File: src/rtl/pipe_stage_reg.sv
// pipe_stage_reg: handshaked pipeline stage register.
//
// Carries an opaque payload (i_Data), a control vector (i_Ctrl) and a sticky
// selector (i_Hold) from an upstream valid/ready interface to a downstream one.
// The control vector is zero whenever the output slot is empty. The selector
// keeps its value when the slot empties. On a flush it either keeps its value
// or returns to HOLD_RST.
//
// Build option: define PIPE_STAGE_SKID_EN to add a one-entry skid register.
// With the skid, o_Ready depends only on a flop and on i_Bubble, so there is no
// combinational path from i_Ready to o_Ready, and the stage holds two items.
// Without the skid, o_Ready is combinational from i_Ready and the stage holds
// one item.
//
// Ports:
//   i_Clk, i_Rst_n          clock (rising edge), async active-low reset
//   i_Valid/o_Ready         upstream handshake; i_Data/i_Ctrl/i_Hold payload
//   o_Valid/i_Ready         downstream handshake; o_Data/o_Ctrl/o_Hold payload
//   i_Bubble                refuse upstream this cycle; the output drains
//   i_Flush, i_HoldKeep     drop all held items; optionally keep o_Hold
//   o_StallCnt              saturating count of cycles with o_Valid && !i_Ready
module pipe_stage_reg #(
  parameter int unsigned       DATA_W   = 128,
  parameter int unsigned       CTRL_W   = 24,
  parameter int unsigned       HOLD_W   = 2,
  parameter logic [HOLD_W-1:0] HOLD_RST = '0,
  parameter int unsigned       CNT_W    = 16
) (
  input  logic              i_Clk,
  input  logic              i_Rst_n,
  input  logic              i_Valid,
  output logic              o_Ready,
  input  logic [DATA_W-1:0] i_Data,
  input  logic [CTRL_W-1:0] i_Ctrl,
  input  logic [HOLD_W-1:0] i_Hold,
  output logic              o_Valid,
  input  logic              i_Ready,
  output logic [DATA_W-1:0] o_Data,
  output logic [CTRL_W-1:0] o_Ctrl,
  output logic [HOLD_W-1:0] o_Hold,
  input  logic              i_Bubble,
  input  logic              i_Flush,
  input  logic              i_HoldKeep,
  output logic [CNT_W-1:0]  o_StallCnt
);

  logic              valid_q, valid_d;
  logic [DATA_W-1:0] data_q, data_d;
  logic [CTRL_W-1:0] ctrl_q, ctrl_d;
  logic [HOLD_W-1:0] hold_q, hold_d;
  logic [CNT_W-1:0]  stall_cnt_q, stall_cnt_d;
  logic              up_xfer;
  logic              dn_xfer;

  assign up_xfer = i_Valid & o_Ready;
  assign dn_xfer = valid_q & i_Ready;

`ifdef PIPE_STAGE_SKID_EN
  logic              skid_valid_q, skid_valid_d;
  logic [DATA_W-1:0] skid_data_q, skid_data_d;
  logic [CTRL_W-1:0] skid_ctrl_q, skid_ctrl_d;
  logic [HOLD_W-1:0] skid_hold_q, skid_hold_d;

  // Ready comes only from the skid occupancy flop. A full skid means the
  // stage already holds two items.
  assign o_Ready = ~i_Bubble & ~skid_valid_q;

  always_comb begin
    valid_d      = valid_q;
    data_d       = data_q;
    ctrl_d       = ctrl_q;
    hold_d       = hold_q;
    skid_valid_d = skid_valid_q;
    skid_data_d  = skid_data_q;
    skid_ctrl_d  = skid_ctrl_q;
    skid_hold_d  = skid_hold_q;
    if (i_Flush) begin
      valid_d      = 1'b0;
      data_d       = '0;
      ctrl_d       = '0;
      hold_d       = i_HoldKeep ? hold_q : HOLD_RST;
      skid_valid_d = 1'b0;
      skid_data_d  = '0;
      skid_ctrl_d  = '0;
      skid_hold_d  = HOLD_RST;
    end else if (dn_xfer) begin
      if (skid_valid_q) begin
        // o_Ready is low while the skid is full, so there is no
        // upstream transfer to handle in this branch.
        data_d       = skid_data_q;
        ctrl_d       = skid_ctrl_q;
        hold_d       = skid_hold_q;
        skid_valid_d = 1'b0;
        skid_data_d  = '0;
        skid_ctrl_d  = '0;
      end else if (up_xfer) begin
        data_d = i_Data;
        ctrl_d = i_Ctrl;
        hold_d = i_Hold;
      end else begin
        valid_d = 1'b0;
        data_d  = '0;
        ctrl_d  = '0;
      end
    end else if (!valid_q) begin
      if (up_xfer) begin
        valid_d = 1'b1;
        data_d  = i_Data;
        ctrl_d  = i_Ctrl;
        hold_d  = i_Hold;
      end
    end else if (up_xfer) begin
      // Main slot is stalled, so the arriving item is parked in the skid.
      skid_valid_d = 1'b1;
      skid_data_d  = i_Data;
      skid_ctrl_d  = i_Ctrl;
      skid_hold_d  = i_Hold;
    end
  end

  always_ff @(posedge i_Clk or negedge i_Rst_n) begin
    if (!i_Rst_n) begin
      skid_valid_q <= 1'b0;
      skid_data_q  <= '0;
      skid_ctrl_q  <= '0;
      skid_hold_q  <= HOLD_RST;
    end else begin
      skid_valid_q <= skid_valid_d;
      skid_data_q  <= skid_data_d;
      skid_ctrl_q  <= skid_ctrl_d;
      skid_hold_q  <= skid_hold_d;
    end
  end
`else
  assign o_Ready = ~i_Bubble & (i_Ready | ~valid_q);

  always_comb begin
    valid_d = valid_q;
    data_d  = data_q;
    ctrl_d  = ctrl_q;
    hold_d  = hold_q;
    if (i_Flush) begin
      valid_d = 1'b0;
      data_d  = '0;
      ctrl_d  = '0;
      hold_d  = i_HoldKeep ? hold_q : HOLD_RST;
    end else if (up_xfer) begin
      // o_Ready guarantees the slot is empty or being consumed.
      valid_d = 1'b1;
      data_d  = i_Data;
      ctrl_d  = i_Ctrl;
      hold_d  = i_Hold;
    end else if (dn_xfer) begin
      valid_d = 1'b0;
      data_d  = '0;
      ctrl_d  = '0;
    end
  end
`endif

  always_comb begin
    stall_cnt_d = stall_cnt_q;
    if (valid_q && !i_Ready && (stall_cnt_q != {CNT_W{1'b1}})) begin
      stall_cnt_d = stall_cnt_q + CNT_W'(1);
    end
  end

  always_ff @(posedge i_Clk or negedge i_Rst_n) begin
    if (!i_Rst_n) begin
      valid_q     <= 1'b0;
      data_q      <= '0;
      ctrl_q      <= '0;
      hold_q      <= HOLD_RST;
      stall_cnt_q <= '0;
    end else begin
      valid_q     <= valid_d;
      data_q      <= data_d;
      ctrl_q      <= ctrl_d;
      hold_q      <= hold_d;
      stall_cnt_q <= stall_cnt_d;
    end
  end

  assign o_Valid    = valid_q;
  assign o_Data     = data_q;
  assign o_Ctrl     = ctrl_q;
  assign o_Hold     = hold_q;
  assign o_StallCnt = stall_cnt_q;

endmodule
File: config.mk
export PLATFORM = sky130hd
export DESIGN_NAME = pipe_stage_reg
export DESIGN_NICKNAME = d
export VERILOG_FILES = /design/src/rtl/pipe_stage_reg.sv
export SDC_FILE = /design/constraint.sdc
export NUM_CORES = 1
export LEC_CHECK = 0
export ABC_AREA = 1
export CORE_MARGIN = 2
export CORE_UTILIZATION = 30
export CTS_CLUSTER_SIZE = 16
export DETAILED_ROUTE_END_ITERATION = 7
export PLACE_DENSITY = 0.65
export SYNTH_ARGS = -nofsm -noshare
export SYNTH_HDL_FRONTEND = slang
export SYNTH_SLANG_ARGS = --single-unit
File: constraint.sdc
create_clock -name i_Clk -period 1.62 [get_ports i_Clk]
set_input_delay 0.324 -clock i_Clk [delete_from_list [all_inputs] [get_ports i_Clk]]
set_output_delay 0.324 -clock i_Clk [all_outputs]
set_load 0.05 [all_outputs]
# After elaboration in Yosys (flattened, before gate mapping)
# Index checks and enable logic that the tools add are counted.
totals:
  output_inout_bits: 172
  inputBits: 161
  register_bits: 171
  word_cells: 32
op_classes:
  n_mux: 12
  bitwise_logic: 6
  n_addsub: 1
  n_reduce_logical: 6
  n_eq_ne: 2
ops:
  columns: ["op", "count"]
  rows:
  - ["128-bit two-way mux", 3]
  - ["24-bit two-way mux", 3]
  - ["16-bit by 1-bit adder with 16-bit output (second input constant)", 1]
  - ["16-bit inequality test (second input constant)", 1]
  - ["2-bit two-way mux", 3]
  - ["1-bit AND", 3]
  - ["1-bit two-way mux", 3]
  - ["3-bit nonzero test", 1]
  - ["1-bit logical AND", 2]
  - ["2-bit inequality test (second input constant)", 1]
  - ["1-bit inverter", 2]
  - ["2-bit AND reduction", 1]
  - ["2-bit nonzero test", 1]
  - ["1-bit logical NOT", 1]
  - ["1-bit OR", 1]

# Longest topological paths before layout
# Gate-level depths: netlist (run 1).
logic_depth:
  ltp_word: 6
  mapped_depth: 10
  ltp_nobuf: 8

# Least setup slack after synthesis (run 1)
# No wires, ideal clock.
synth_timing:
  path_type: "register to register"
  start: "register stall_cnt_q[1], in the netlist o_StallCnt[1]"
  end: "register stall_cnt_q[2], in the netlist o_StallCnt[2]"
  setup_slack_ns: -0.229
  path_buffers: 1
  synth_period_minus_slack_ns: 1.849
  required_ns: 1.554
  arrival_time_ns: 1.783
  stages_incl_launch_ff: 9
  setup_ns: 0.066
  path_cell_list: "dfrtp_1 -> ha_1 -> nand3_1 -> nor2_2 -> nand3_2 -> nand2_2 -> buf_4 -> nand2_1 -> nand2_1"
synth_between:
  elab_chain_cells: 2
  elab_cells_between_ends: 3
  classes_between: "1 x add/sub; 1 x eq/ne; 1 x reduce/logical"
synth_rtl:
  columns: ["item", "line_no", "rtl"]
  rows:
  - ["start: declaration", "51", "logic [CNT_W-1:0] stall_cnt_q, stall_cnt_d;"]
  - ["start signal: assignment", "180", "stall_cnt_q <= stall_cnt_d;"]
  - ["parallel branches: the longest is 2 deep, another holds 16-bit by 1-bit adder with 16-bit output", null, null]
# Parallel ways; which one is timed is not known.
# A chain may end at the register's enable or synchronous reset.

# Worst setup path after layout (run 1)
layout_timing:
  start: "input port i_Ready"
  end: "output port o_Ready"
layout_between:
  elab_chain_cells: 2
layout_rtl:
  columns: ["item", "line_no", "rtl"]
  rows:
  - ["start: declaration", "37", "input logic i_Ready,"]
  - ["1-bit OR", "135", "assign o_Ready = ~i_Bubble & (i_Ready | ~valid_q);"]
  - ["1-bit AND", "135", null]
  - ["end: declaration", "32", "output logic o_Ready,"]
# No other way between the ends.

==> results of run 1 <==
## how the worst min path moves through the flow
stage | from | to | slack, ns | cells after the start
2_1_floorplan | i_Rst_n | o_Ctrl[0] | 0.03 | 0
3_3_place_gp | i_Rst_n | o_Data[90] | 0.24 | 1
3_5_place_dp | i_Rst_n | o_Data[90] | 0.23 | 1
4_1_cts | i_Rst_n | o_Data[90] | 0.35 | 2
5_1_grt | i_Rst_n | o_Data[90] | 0.38 | 2
6_report | i_Rst_n | o_Data[90] | 0.38 | 2
## placed cells by master (no fill, tap or decap), types with 2 or more instances in the layout
cell type and instances:
sky130_fd_sc_hd__buf_4 194, sky130_fd_sc_hd__clkbuf_16 17, sky130_fd_sc_hd__inv_1 14, sky130_fd_sc_hd__nand3b_1 2
sky130_fd_sc_hd__dfrtp_1 164, sky130_fd_sc_hd__o21ai_0 3, sky130_fd_sc_hd__nand2_1 378, sky130_fd_sc_hd__o211ai_1 2
sky130_fd_sc_hd__nand2_2 2, sky130_fd_sc_hd__nand3_1 161, sky130_fd_sc_hd__nand4_1 3, sky130_fd_sc_hd__xor2_1 3
sky130_fd_sc_hd__nor2_2 2, sky130_fd_sc_hd__dfrtp_2 7, sky130_fd_sc_hd__clkdlybuf4s50_1 159, sky130_fd_sc_hd__clkinvlp_4 4
sky130_fd_sc_hd__buf_12 40, sky130_fd_sc_hd__inv_8 2, sky130_fd_sc_hd__xnor2_1 4, sky130_fd_sc_hd__buf_6 2
sky130_fd_sc_hd__nor2_1 18, sky130_fd_sc_hd__inv_6 6
## through the flow
step,setup slack [ns],area [µm²]
after floorplan,0.01085,7194
after global placement,-0.2300,11160
after detailed placement,-0.2986,11160
after CTS,0.05705,11740
after global routing,0.006991,11750
final,0.07903,11750
## what timing repair did
item,CTS,global route
buffers inserted,2,0
hold buffers,1,0
endpoints found under the hold margin,22,0
endpoints found under the setup margin,1,16
gates cloned,0,0
pin swaps,2,0
resized for setup,1,5
## synth_stat cells
master	n	area share, %
sky130_fd_sc_hd__nand2_1	378	20
sky130_fd_sc_hd__dfrtp_1	171	60
sky130_fd_sc_hd__nand3_1	161	11
sky130_fd_sc_hd__buf_2	19	1.3
sky130_fd_sc_hd__nor2_1	19	1.0
sky130_fd_sc_hd__inv_1	14	0.73
sky130_fd_sc_hd__buf_4	9	0.94
sky130_fd_sc_hd__clkbuf_1	8	0.42
sky130_fd_sc_hd__buf_1	7	0.37
sky130_fd_sc_hd__buf_6	7	1.1
sky130_fd_sc_hd__xnor2_1	4	0.49
sky130_fd_sc_hd__nand2_2	3	0.26
sky130_fd_sc_hd__nand4_1	3	0.26
sky130_fd_sc_hd__o21ai_0	3	0.21
sky130_fd_sc_hd__xor2_1	3	0.37
sky130_fd_sc_hd__nand3_2	2	0.28
sky130_fd_sc_hd__nand3b_1	2	0.21
sky130_fd_sc_hd__o211ai_1	2	0.21
sky130_fd_sc_hd__a21oi_1	1	0.070
sky130_fd_sc_hd__a21oi_2	1	0.12
sky130_fd_sc_hd__clkinv_2	1	0.070
sky130_fd_sc_hd__ha_1	1	0.17
sky130_fd_sc_hd__inv_2	1	0.052
sky130_fd_sc_hd__nor2_2	1	0.087
sky130_fd_sc_hd__nor2_8	1	0.28
sky130_fd_sc_hd__nor3_1	1	0.070
## worst max-delay path, stage by stage
cell                              delay [ns]
sky130_fd_sc_hd__clkdlybuf4s50_1        0.48
sky130_fd_sc_hd__inv_1                  0.05
sky130_fd_sc_hd__nand2_2                0.08
sky130_fd_sc_hd__inv_4                  0.05
sky130_fd_sc_hd__nor2_8                 0.09
sky130_fd_sc_hd__buf_12                 0.14
## cell type report
| type | instances | area [µm²] | share of cell area (%) |
|---|---|---|---|
| Clock inverter | 13 | 132.6 | 1.129 |
| Multi-Input combinational cell | 586 | 2552 | 21.72 |
| Clock buffer | 18 | 429.2 | 3.652 |
| Timing Repair Buffer | 396 | 3881 | 33.02 |
| Sequential cell | 171 | 4288 | 36.48 |
| Inverter | 16 | 70.07 | 0.5962 |
| Tap cell | 319 | 399.1 | 3.396 |
## logic make-up after synthesis
family,share of synthesized area (%)
buffers and inverters,5.018
adders and majority gates,0.1748
DFF,59.80
and+or+nand+nor,33.54
xor gates and xnor gates,0.8568
AOI/OAI and AO/OA,0.6118
## metal layers
layer / track usage (%) / routed length [µm]
met1: 22.20 / 9720
met2: 30.70 / 11060
met3: 6.369 / 2252
met4: 4.762 / 213
met5: 0 / 0
## report_power, final
part / leakage, µW / total, µW / switching, µW / internal (µW)
combinational: 0.00361 / 2490 / 1460 / 1030
sequential: 0.00230 / 4700 / 201 / 4490
clock: 0.000263 / 4020 / 1860 / 2160
total: 0.00617 / 11200 / 3520 / 7680
## registers in the layout (all words and copies together) (netlist names)
name and flops:
o_Data 128, o_StallCnt 16, o_Valid 1, o_Hold 2
o_Ctrl 24
==> results.cfg, run 1 <==
[die]
floorplan.core_area_mm2 = 0.02347
design.portCount = 333
die_h_um = 158.4
floorplan.die.width_um = 158.4
initial_utilization_pct = 30.49
rows = 56
die_area_mm2 = 0.02510

[sta]
timing.fmax_mhz = 648.9
grt_setup_unrepaired = no
max-slew-margin-rel_pct = 76.09
setup_viol = 0
skew_ns = 0.01379
timing_worst_slew_pin_value_ns = 0.3573
count_of_endpoints_failing_hold_in_the_final_timing_report = 0
finalCritPeriodShare_pct = 95.12
setup_total_negative_slack_ns = 0
fin_hold_ws_ns = 0.3825
min_period_ns = 1.541
timing_max_transition_violations_final = 0

[setup_path]
worstSetupStartpointType = input port
timing.reg2reg.setup_slack_ns = 0.11
crit_path_max_fanout = 2
worstSetupEndpoint = o_Ready
timing.critical_path.arrival_ns = 1.22
worst_setup_path_startpoint = i_Ready
regToRegEndpoint = o_Data[47]
criticalPathCategory = in -> out
worstSetupEndpointType = output pin
r2r-start = o_Valid
critical_path_required_ns = 1.30
r2r_cells = 10

[route]
dr_total_vias = 6838
route.detailed.wl_per_inst_um = 15.30
route.antenna.remaining_nets = 0
viasPerCell = 4.502
drc_errors = 0
finalWirelength_mm = 23.24
first_pass_iters = 4
drt_iter0_drc = 363

[layout]
area_delta_synth_final_pct = 64.24
n_fill_cell = 2208
finish.utilization_pct = 50.07
diodes_inserted = 0
layout-drive-gt1-share_pct = 23.75
num-nets-final = 1350
stdcell_count = 1519

[clock_network]
cts_root_buf = sky130_fd_sc_hd__clkbuf_16
cts_inserted_buffers = 17
numClockSinks = 171
ctsLongestPathBuffers = 2
clock_insertion_delay_worst_skew_ns = 0.42
cts.clk_slew.worst_paths_ns = 0.07
htree_levels = 4
tritoncts = built

[global_routing]
groute.usage.overall_pct = 18.19
overflow = 0
antenna_violations_before_repair = 0
largest_net_degree_at_the_start_of_global_routing = 53
grt_pass1_vias = 6759
grt_pass1_wl_mm = 35.75

[pwr]
total_power_uw = 11200
peakVddDrop_v = 0.0005629
power.density_cell_area_mw_per_mm2 = 953.0
leakagePower_uw = 0.006173

[logic_synthesis]
number_of_distinct_standard_cells_referenced_by_the_synthesized_netlist = 26
synth.yosys.warnings = 0
synthesis.area_mm2 = 0.007156
synth.yosys.seq_area_share_pct = 59.80
synthesis.instances = 823
synth_fp_nets = 985
post_synth.cell_area_avg_um2 = 8.695
synth.ff_latch_count = 171

[status]
run_status = complete, no violations

[min_path]
hold_path.class = in -> async

[place]
placed_cells = 1486
buffer_ports.inserted = 332
gp_congestion = 0.8519
dpl.hpwl_mm = 17.36

[flow_run]
max-cap-violations = 0
Power figures use the tool's default switching activity.
==> run 2, diff against run 1 <==
PLACE_DENSITY = 0.67   (was 0.65)
SKIP_CTS_REPAIR_TIMING = 1   (was unset)
clock period = 1.4 ns   (was 1.62 ns; I/O delays follow)
==> results.cfg, run 2 (synthesis gave the netlist of run 1 again) <==
[status]
run_status = finished, violations left
violations = negative setup slack

[setup_path]
critical_path_required_ns = 1.12
criticalPathCategory = reg -> out
timing.critical_path.arrival_ns = 1.30
crit_path_max_fanout = 3
worstSetupEndpointType = output pin
timing.reg2reg.setup_slack_ns = -0.16
r2r-start = o_Valid
worst_setup_path_startpoint = o_Valid
worstSetupStartpointType = flop

[die]
floorplan.die.width_um = 158.4
floorplan.core_area_mm2 = 0.02347
die_h_um = 158.4
rows = 56
design.portCount = 333
die_area_mm2 = 0.02510
initial_utilization_pct = 30.49

[global_routing]
met2_usage_pct = 30.85
largest_net_degree_at_the_start_of_global_routing = 59
grt_util_met3_pct = 7.594
grt.met1_usage_pct = 22.75
grt_pass1_wl_mm = 36.85
overflow = 0
grt_pass1_vias = 6993
grt_busiest_layer = met2
groute.usage.overall_pct = 18.70
antenna_violations_before_repair = 1

[route]
drc_errors = 0
viasPerCell = 4.674
finalWirelength_mm = 29.23
first_pass_iters = 4
drt_iter0_drc = 431
route.antenna.remaining_nets = 0
route.detailed.wl_per_inst_um = 18.48
dr_total_vias = 7395

[clock_network]
htree_levels = 4
cts.clk_slew.worst_paths_ns = 0.08
ctsLongestPathBuffers = 2
numClockSinks = 171
clock_insertion_delay_worst_skew_ns = 0.42
cts_root_buf = sky130_fd_sc_hd__clkbuf_16
cts_inserted_buffers = 17
tritoncts = built

[place]
placed_cells = 1479
gp_congestion = 0.8346
post_dp_cell_area_mm2 = 0.01296
buffer_ports.inserted = 332
dpl.hpwl_mm = 17.94

[layout]
largest_register_ffs = 128
num-nets-final = 1411
layout-drive-gt1-share_pct = 35.58
layout.cell_area.non_filler_mm2 = 0.01533
mostFrequentLayoutCell = sky130_fd_sc_hd__nand2_1
stdcell_count = 1582
final_cell_mix = sky130_fd_sc_hd__nand2_1, sky130_fd_sc_hd__buf_12, sky130_fd_sc_hd__clkdlybuf4s50_1
area_delta_synth_final_pct = 114.2

[sta]
max-slew-margin-rel_pct = 76.26
count_of_endpoints_failing_hold_in_the_final_timing_report = 0
finalCritPeriodShare_pct = 113.0
timing.final.ws_setup_ns = -0.1820
timing.fmax_mhz = 632.1
setup_total_negative_slack_ns = -14.29
setup_viol = 161
timing_max_transition_violations_final = 0
min_period_ns = 1.582
grt_setup_unrepaired = yes
skew_ns = 0.01346
fin_hold_ws_ns = 0.3213
timing_worst_slew_pin_value_ns = 0.3561

[pwr]
power.density_cell_area_mw_per_mm2 = 955.3
leakagePower_uw = 0.007242
peakVddDrop_v = 0.001144
total_power_uw = 14640

[flow_run]
max-cap-violations = 0

[min_path]
hold_path.class = in -> async
run 2: through the flow:
step	worst slack, ns	utilization, %
after floorplan	-0.1556	-
after global placement	-0.3652	55.23
after detailed placement	-0.3823	55.23
after CTS	-0.2598	57.88
after global routing	-0.2298	65.29
final	-0.1820	65.30
run 2: layer usage:
| layer | vias up | part of all wire [%] |
|---|---|---|
| li1 | 3481 | - |
| met1 | 3580 | 40 |
| met2 | 293 | 49 |
| met3 | 41 | 9.4 |
| met4 | 0 | 2.2 |
| met5 | - | 0 |
run 2: final cells by class:
type / instances / area, µm²
tap: 319 / 399.1
antenna: 1 / 2.502
multi-input combinational: 587 / 2999
sequential: 171 / 4300
timing repair buffer: 453 / 6872
fill: 1704 / 8145
clock buffer: 19 / 442.9
clock inverter: 13 / 178.9
timing repair inverter: 3 / 43.79
inverter: 16 / 88.84
run 2: worst paths after layout:
check                                  to  depth (start not counted)
hold / removal                 o_Data[37]                          2
setup / recovery                  o_Ready                          5
hold reg to reg                o_Data[98]                          2
min in group i_Clk             o_Data[36]                          3
setup reg to reg               o_Data[17]                         11
max in group asynchronous  o_StallCnt[12]                          3
run 2: power breakdown:
part           switching, µW  total (µW)  internal [µW]
combinational           1970        4050           2090
clock                   2150        5060           2910
sequential               329        5530           5200
run 2: worst max-delay path: stages (launching register included):
cell and delay (ns):
sky130_fd_sc_hd__dfrtp_2 0.43, sky130_fd_sc_hd__nand2_4 0.07, sky130_fd_sc_hd__inv_4 0.05, sky130_fd_sc_hd__nor2_8 0.10, sky130_fd_sc_hd__buf_6 0.11, sky130_fd_sc_hd__buf_12 0.12
